==> src/rtl/int_sched.sv <==
// int_sched: captures irq edges, offers the highest-priority eligible request to AP_ctrl,
//            and sequences the context-stack push (int_set) and pop (ret_valid) strobes.
// Latency:   int_ack -> int_set next cycle -> vec_valid the cycle after.
//            iret -> ret_valid next cycle.
// Backpressure: REQ holds until int_ack. WAIT_CTXT holds until ctxt_rdy, with no timeout.
// Ports: clk_i/rst_ni (async, active-low); irq_i/irq_mask_i/int_en_i request side;
//        int_ack_i/iret_i from AP_ctrl; ctxt_rdy_i from stack; int_req_o/int_id_o offer;
//        int_set_o/ret_valid_o stack strobes; vec_valid_o/vec_addr_o jump target;
//        ret_done_o return complete; depth_o nesting; busy_o; err_unf_o sticky underflow.
module int_sched #(
  parameter int NUM_IRQ        = 4,
  parameter int ID_WIDTH       = 2,
  parameter int STACK_DEPTH    = 8,
  parameter int DEPTH_WIDTH    = 4,
  parameter int ADDR_WIDTH_MEM = 16,
  parameter logic [ADDR_WIDTH_MEM-1:0] VEC_BASE   = 16'h0100,
  parameter logic [ADDR_WIDTH_MEM-1:0] VEC_STRIDE = 16'h0010
) (
  input  logic                      clk_i,
  input  logic                      rst_ni,
  input  logic [NUM_IRQ-1:0]        irq_i,
  input  logic [NUM_IRQ-1:0]        irq_mask_i,
  input  logic                      int_en_i,
  input  logic                      int_ack_i,
  input  logic                      iret_i,
  input  logic                      ctxt_rdy_i,
  output logic                      int_req_o,
  output logic [ID_WIDTH-1:0]       int_id_o,
  output logic                      int_set_o,
  output logic                      ret_valid_o,
  output logic                      vec_valid_o,
  output logic [ADDR_WIDTH_MEM-1:0] vec_addr_o,
  output logic                      ret_done_o,
  output logic [DEPTH_WIDTH-1:0]    depth_o,
  output logic                      busy_o,
  output logic                      err_unf_o
);

  typedef enum logic [2:0] {
    S_IDLE,
    S_REQ,
    S_PUSH,
    S_VEC,
    S_POP,
    S_WAIT_CTXT,
    S_DONE
  } state_t;

  state_t                   state_q, state_d;
  logic [NUM_IRQ-1:0]       irq_q;
  logic [NUM_IRQ-1:0]       pend_q, pend_d;
  logic [DEPTH_WIDTH-1:0]   depth_q, depth_d;
  logic [ID_WIDTH-1:0]      int_id_q, int_id_d;
  logic                     err_unf_q, err_unf_d;
  logic [ID_WIDTH-1:0]      act_id_q [STACK_DEPTH];

  logic [ID_WIDTH-1:0]      top_id;
  logic                     room;
  logic [NUM_IRQ-1:0]       elig;
  logic                     any_elig;
  logic [ID_WIDTH-1:0]      sel_id;

  // Priority of the handler currently running (top of the active chain).
  // It only matters when depth > 0.
  always_comb begin
    top_id = '0;
    for (int l = 0; l < STACK_DEPTH; l++) begin
      if (depth_q == DEPTH_WIDTH'(l + 1)) top_id = act_id_q[l];
    end
  end

  assign room = (depth_q < DEPTH_WIDTH'(STACK_DEPTH));

  // A request is eligible only if it strictly outranks the running handler.
  // Equal or lower priority waits in pend until the returns unwind.
  always_comb begin
    elig = '0;
    for (int i = 0; i < NUM_IRQ; i++) begin
      elig[i] = pend_q[i] & ~irq_mask_i[i] & int_en_i & room &
                ((depth_q == '0) | (ID_WIDTH'(i) < top_id));
    end
  end

  // Lowest eligible index wins. Scanning downward lets the lowest index overwrite.
  always_comb begin
    any_elig = 1'b0;
    sel_id   = '0;
    for (int i = NUM_IRQ - 1; i >= 0; i--) begin
      if (elig[i]) begin
        any_elig = 1'b1;
        sel_id   = ID_WIDTH'(i);
      end
    end
  end

  always_comb begin
    state_d   = state_q;
    depth_d   = depth_q;
    int_id_d  = int_id_q;
    err_unf_d = err_unf_q;
    pend_d    = pend_q;

    if (state_q == S_PUSH) pend_d[int_id_q] = 1'b0;
    // Edges are captured in every state.
    // A re-edge on a line that is already pending is simply absorbed.
    pend_d = pend_d | (irq_i & ~irq_q);

    case (state_q)
      S_IDLE: begin
        if (iret_i) begin
          if (depth_q == '0) begin
            err_unf_d = 1'b1;
            state_d   = S_DONE;
          end else begin
            state_d   = S_POP;
          end
        end else if (any_elig) begin
          int_id_d = sel_id;
          state_d  = S_REQ;
        end
      end
      S_REQ: begin
        // Once int_req is seen with int_ack, AP_ctrl has committed.
        // Only withdraw the offer when no ack is present.
        if (int_ack_i) begin
          state_d = S_PUSH;
        end else if (irq_mask_i[int_id_q] || !int_en_i) begin
          state_d = S_IDLE;
        end
      end
      S_PUSH: begin
        depth_d = depth_q + 1'b1;
        state_d = S_VEC;
      end
      S_VEC:       state_d = S_IDLE;
      S_POP: begin
        depth_d = depth_q - 1'b1;
        state_d = S_WAIT_CTXT;
      end
      S_WAIT_CTXT: if (ctxt_rdy_i) state_d = S_DONE;
      S_DONE:      state_d = S_IDLE;
      default:     state_d = S_IDLE;
    endcase
  end

  always_ff @(posedge clk_i or negedge rst_ni) begin
    if (!rst_ni) begin
      state_q   <= S_IDLE;
      irq_q     <= '0;
      pend_q    <= '0;
      depth_q   <= '0;
      int_id_q  <= '0;
      err_unf_q <= 1'b0;
      for (int l = 0; l < STACK_DEPTH; l++) act_id_q[l] <= '0;
    end else begin
      state_q   <= state_d;
      irq_q     <= irq_i;
      pend_q    <= pend_d;
      depth_q   <= depth_d;
      int_id_q  <= int_id_d;
      err_unf_q <= err_unf_d;
      for (int l = 0; l < STACK_DEPTH; l++) begin
        if (state_q == S_PUSH && depth_q == DEPTH_WIDTH'(l)) act_id_q[l] <= int_id_q;
      end
    end
  end

  // All outputs are state decodes or registers.
  // They go to 0 as soon as reset asserts.
  assign int_req_o   = (state_q == S_REQ);
  assign int_set_o   = (state_q == S_PUSH);
  assign vec_valid_o = (state_q == S_VEC);
  assign ret_valid_o = (state_q == S_POP);
  assign ret_done_o  = (state_q == S_DONE);
  assign busy_o      = (state_q != S_IDLE);
  assign int_id_o    = int_id_q;
  assign depth_o     = depth_q;
  assign err_unf_o   = err_unf_q;
  // vec_addr is gated so it reads 0 outside the vector cycle, reset included.
  assign vec_addr_o  = vec_valid_o ?
                       (VEC_BASE + ADDR_WIDTH_MEM'(int_id_q) * VEC_STRIDE) : '0;

endmodule

==> config.mk <==
export PLATFORM = sky130hd
export DESIGN_NAME = int_sched
export DESIGN_NICKNAME = d
export VERILOG_FILES = /design/src/rtl/int_sched.sv
export SDC_FILE = /design/constraint.sdc
export NUM_CORES = 1
export LEC_CHECK = 0
export CORE_ASPECT_RATIO = 0.5
export CORE_MARGIN = 5
export CORE_UTILIZATION = 45
export DETAILED_ROUTE_END_ITERATION = 10
export GPL_TIMING_DRIVEN = 0
export PLACE_DENSITY = 0.74
export SLEW_MARGIN = 20
export SYNTH_ARGS = -nofsm -noshare
export SYNTH_HDL_FRONTEND = slang
export SYNTH_SLANG_ARGS = --single-unit
==> constraint.sdc <==
create_clock -name clk_i -period 2.15 [get_ports clk_i]
set_input_delay 0.43 -clock clk_i [delete_from_list [all_inputs] [get_ports clk_i]]
set_output_delay 0.43 -clock clk_i [all_outputs]
set_load 0.01 [all_outputs]
=== Word-level counts from Yosys, hierarchy flattened ===
Cells that the tools add are included.

* Latch bits: 0
* Memory bits (read-only): 0
* Flip-flop bits (word level): 34
* Output and inout bits: 29
* Bits of input ports: 14
* Logic and storage cells: 119
* Memory bits (writable): 0
* Memories: 0

* Divide/modulo/power cells: 0
* Multipliers: 0
* Eq/ne operators: 17
* Shift-type cells: 0
* $lt $le $gt $ge: 7
* Reductions and logical operators: 18
* Bitwise operators: 30
* Mux-type cells: 30
* $add $sub $neg: 3

{| class="wikitable"
|+ Operators by type and width
! cell !! count
|-
| $mux W2 || 13
|-
| $and A1 B1 Y1 || 16
|-
| $eq A4 B3 Y1 const B || 4
|-
| $mux W3 || 5
|-
| $pmux W3 S5 || 1
|-
| $add A9 B6 Y10 const A || 1
|-
| $mux W10 || 1
|-
| $eq A3 B3 Y1 const B || 3
|-
| $logic_and A1 B1 Y1 || 9
|-
| $reduce_and A3 Y1 || 3
|-
| $and A4 B4 Y4 || 2
|-
| $eq A4 B2 Y1 const B || 2
|-
| $not A4 Y4 || 2
|-
| $pmux W4 S2 || 1
|-
| $eq A3 B2 Y1 const B || 2
|-
| $mux W1 || 6
|-
| $not A1 Y1 || 5
|-
| $add A4 B1 Y4 const B || 1
|-
| $eq A4 B1 Y1 const B || 1
|-
| $eq A4 B4 Y1 const B || 1
|-
| $logic_not A4 Y1 || 1
|-
| $lt A1 B2 Y1 const A || 2
|-
| $lt A2 B2 Y1 const A || 2
|-
| $lt A4 B4 Y1 const B || 1
|-
| other kinds (17) || 20
|}

=== Logic depth before layout (Yosys ltp) ===
* Word-level depth: 19
* Mapped depth: 10

=== Least setup slack after synthesis ===
No wires, ideal clock.

* Path type: register -> register
* Start point: register depth_q[1] (netlist: depth_o[1])
* End point: register int_id_q[0] (netlist: int_id_o[0])
* Setup slack: -146 ps
* Arrival time: 2171 ps
* Data required time: 2025 ps
* Path buffers: 1
* Library setup time: 125 ps
* Cell stages (with the launch flop): 11
* Cell sequence: dfrtp_1 inv_1 ha_1 buf_2 nand3b_1 a221oi_2 a21oi_2 o2111ai_2 o211ai_2 a21oi_2 mux2_4

* Longest elaborated chain between the ends: 17

{| class="wikitable"
|+ Ends and longest elaborated chain
! element !! line !! source
|-
| from (decl) || 52 || <nowiki>logic [DEPTH_WIDTH-1:0] depth_q, depth_d;</nowiki>
|-
| from (signal assigned) || 159 || <nowiki>depth_q <= depth_d;</nowiki>
|-
| $eq A4 B1 Y1 || 68 || <nowiki>if (depth_q == DEPTH_WIDTH'(l + 1)) top_id = act_id_q[l];</nowiki>
|-
| $mux W2 (8 in series) || 68 ||
|-
| $lt A2 B2 Y1 || 80 || <nowiki>((depth_q == '0) | (ID_WIDTH'(i) < top_id));</nowiki>
|-
| $or A1 B1 Y1 || 80 ||
|-
| $and A1 B1 Y1 || 79 || <nowiki>elig[i] = pend_q[i] & ~irq_mask_i[i] & int_en_i & room &</nowiki>
|-
| $mux W1 (4 in series) || 89 || <nowiki>if (elig[i]) begin</nowiki>
|-
| $reduce_and A3 Y1 (no line) || n/a ||
|-
| to (signal assigned) || 160 || <nowiki>int_id_q <= int_id_d;</nowiki>
|-
| to (decl) || 53 || <nowiki>logic [ID_WIDTH-1:0] int_id_q, int_id_d;</nowiki>
|}

Parallel ways exist; a longest one is shown, timed or not.
A chain may end at the register's enable or synchronous reset.

=== Final worst setup path ===
* Start point: register depth_q[0] (netlist: depth_o[0])
* End point: register int_id_q[0] (netlist: int_id_o[0])

The elaborated chain is that of the path after synthesis.

==> key figures <==
Run status
  – Status: complete, but fails checks
  – Failing checks: setup timing

Floorplan
  – Core area: 4420 um2
  – DIE WIDTH: 106 um
  – Die area: 6150 um2
  – Std-Cell Rows: 17
  – Initial Utilization: 0.469
  – I/O Pins: 43
  – Die height: 58.0 um

Synthesis
  – EDFF count, synth: 0
  – Synth Area per Inst: 9.70 um2
  – Sequential share of the synthesized area: 0.410
  – Most used standard cell by instance count after synthesis: dfrtp_1
  – Synth top area share: 0.410
  – Gate Count Post-Synth: 214
  – Synth unique cells: 55
  – Area of the mapped netlist: 2080 um2
  – Commonest cells post-synth: 34 x dfrtp_1, 21 x nand2_1, 16 x mux2_2, 14 x buf_4, 13 x nor2_1
  – Share of synthesized registers carrying an async set or reset: 1.00
  – Yosys warns: 0
  – Ys flop type: dfrtp_1
  – Register bit total from synthesis: 34
  – Top post-synthesis cells by area: dfrtp_1 41%, mux2_2 8.7%, buf_4 5.1%, nand2_1 3.8%, a21oi_1 2.7%
  – Yosys top cell by area: dfrtp_1

Timing
  – Final Cycle Share: 1.08
  – Worst setup margin: -0.173 ns
  – Tmin final: 2.32 ns
  – Slew Viols, Final: 0
  – Final hold vios: 0
  – Setup-failing EPs final: 3
  – Slew @ Worst Pin: 0.533 ns
  – Slew margin rel.: 0.644
  – Unrepaired setup endpoints after global routing: yes
  – F_max: 0.430 GHz
  – Setup skew after layout: 0.00569 ns

Detailed routing
  – TritonRoute pass-1 iters: 4
  – Vias after detailed routing: 1816
  – Vias per cell: 5.42
  – Routed Antenna Nets: 0
  – Residual DRC: 0
  – Final WL: 5.47 mm
  – Routed len/inst: 16.3 um
  – Iteration-0 DRC Markers: 138

Cells and area
  – Nets@finish: 295
  – Fin cells: 335
  – Layout cells sized above 1: 0.378
  – Area growth syn-to-layout: 40.8%
  – Area of the multi-input gates: 1240 um2
  – Seq. cell area: 856 um2
  – Layout fillers: 344
  – Ant diodes: 0

Power
  – Power Dens Cells: 1300 nW/um2
  – Leakage: 1.33 nW
  – Worst ir drop on vdd: 450 uV

Worst setup path
  – Worst reg2reg path depth: 10
  – Startpoint types: flop
  – Worst r2r src: depth_o[0]
  – Worst setup startpoint: depth_o[0]
  – Flop-to-flop setup slack: -0.17 ns
  – R2r endpoint: int_id_o[0]
  – Worst Setup Path Type: flop to flop
  – Worst Path Arrival: 2.49 ns
  – CP Capture Type: flop
  – Critical Path Fanout Max: 7
  – Required time of the worst setup path: 2.32 ns
  – Critical path endpoint: int_id_o[0]

Placed design
  – Port Buf Inserts: 29
  – DP Worst Slack: -0.351 ns
  – Final HPWL DP: 3.78 mm
  – RD Place Congestion: 0.932
  – Placed insts: 313

Global routing
  – Largest net degree at the start of global routing: 21
  – Tot GR Track Use: 0.184
  – Antenna violations before repair: 0
  – Global-route wire length before repair: 8.79 mm
  – Vias in the first global route: 1766
  – Gr ovfl total: 0

Clock tree
  – H-tree depth: 2
  – Reg clk slew, reported paths: 0.07 ns
  – Num CTS Buffers: 5
  – Clk buf depth: 2
  – CTS tree: built
  – Clock root cell: clkbuf_8
  – Clk_lat worst skew: 0.28 ns
  – Clk sinks: 34

Worst hold path
  – Worst hold-check path type: input pin to async pin

Flow run
  – Max cap viols: 0
[repair_timing]
action / CTS / global route
pin swaps: 14 / 7
gates resized for setup: 39 / 7
setup endpoints to repair: 8 / 8
hold buffers: 0 / 0
buffers inserted: 14 / 2
[worst min path at each step]
stage	start	to	depth (start not counted)
6_report	rst_ni	int_id_o[1]	1
5_1_grt	rst_ni	int_id_o[1]	1
4_1_cts	rst_ni	int_id_o[1]	1
3_5_place_dp	rst_ni	act_id_q[3]	1
3_3_place_gp	irq_q[3]	pend_q[3]	1
2_1_floorplan	rst_ni	act_id_q[0]	0
[critical path, stage by stage, from the launching register on]
cell	delay [ns]
dfrtp_2	0.49
inv_4	0.11
ha_4	0.15
buf_6	0.14
nand2_4	0.06
a2111oi_4	0.36
o21ai_2	0.13
o21ai_1	0.18
o21ai_2	0.09
a21oi_2	0.17
mux2_4	0.31
[state kept, by name, indices dropped and copies added, names as in the netlist]
signal	flops
irq_q	4
pend_q	4
act_id_q	16
int_id_o	2
state_q	3
err_unf_o	1
depth_o	4
[logic make-up after synthesis]
group	synth area share
simple gates	0.173
mux	0.115
compound gates	0.167
other cells	0.00181
fa+ha+maj	0.0241
buf+inv	0.0970
flops	0.410
xor+xnor	0.0127
[where the power goes]
part / internal [mW] / switching (mW) / leakage (nW)
Combinational: 1.10 / 1.08 / 0.861
Clock: 0.258 / 0.223 / 0.0482
Sequential: 0.838 / 0.290 / 0.422
Total: 2.20 / 1.59 / 1.33
[layer usage]
metal  global-route usage  vias up  part of all wire
met5                    0        -                 0
li1                     -      859                 -
met3               0.0389        6             0.069
met1                0.255      886              0.47
met2                0.291       65              0.45
met4               0.0609        0             0.010
[through the flow]
step | utilization | setup TNS, ns | area, um2 | power (mW) | hold WS, ns
finish | 0.661 | -0.297 | 2920 | 3.79 | 0.0609
global route | 0.661 | -0.503 | 2920 | 4.01 | 0.0945
CTS | 0.652 | -0.199 | 2880 | 3.68 | 0.0683
detailed placement | 0.574 | -0.490 | 2540 | 2.76 | 0.374
global placement | 0.569 | -1.13 | 2520 | 2.72 | 0.405
floorplan | - | -0.0220 | 2160 | 2.16 | 0.134
[cell usage in the layout (no fill, tap or decap), types with 6 or more instances in the layout]
cell type        instances
mux2_2                  16
o21ai_0                  9
dfrtp_1                 30
conb_1                  13
clkbuf_8                 7
nand2_1                 18
clkdlybuf4s50_1         25
buf_4                   29
a21oi_1                  8
inv_1                   10
a21oi_2                  6
nor2_1                  12
[layout make-up]
type,count,share of cell area
multi-input cells,156,0.424
flip-flops and latches,34,0.293
repair buffers,46,0.152
plain buffers,21,0.0578
clock buffers,7,0.0295
well taps,57,0.0244
inverters,13,0.0180
clock inverters,1,0.00171
Power figures use the tool's default switching activity.
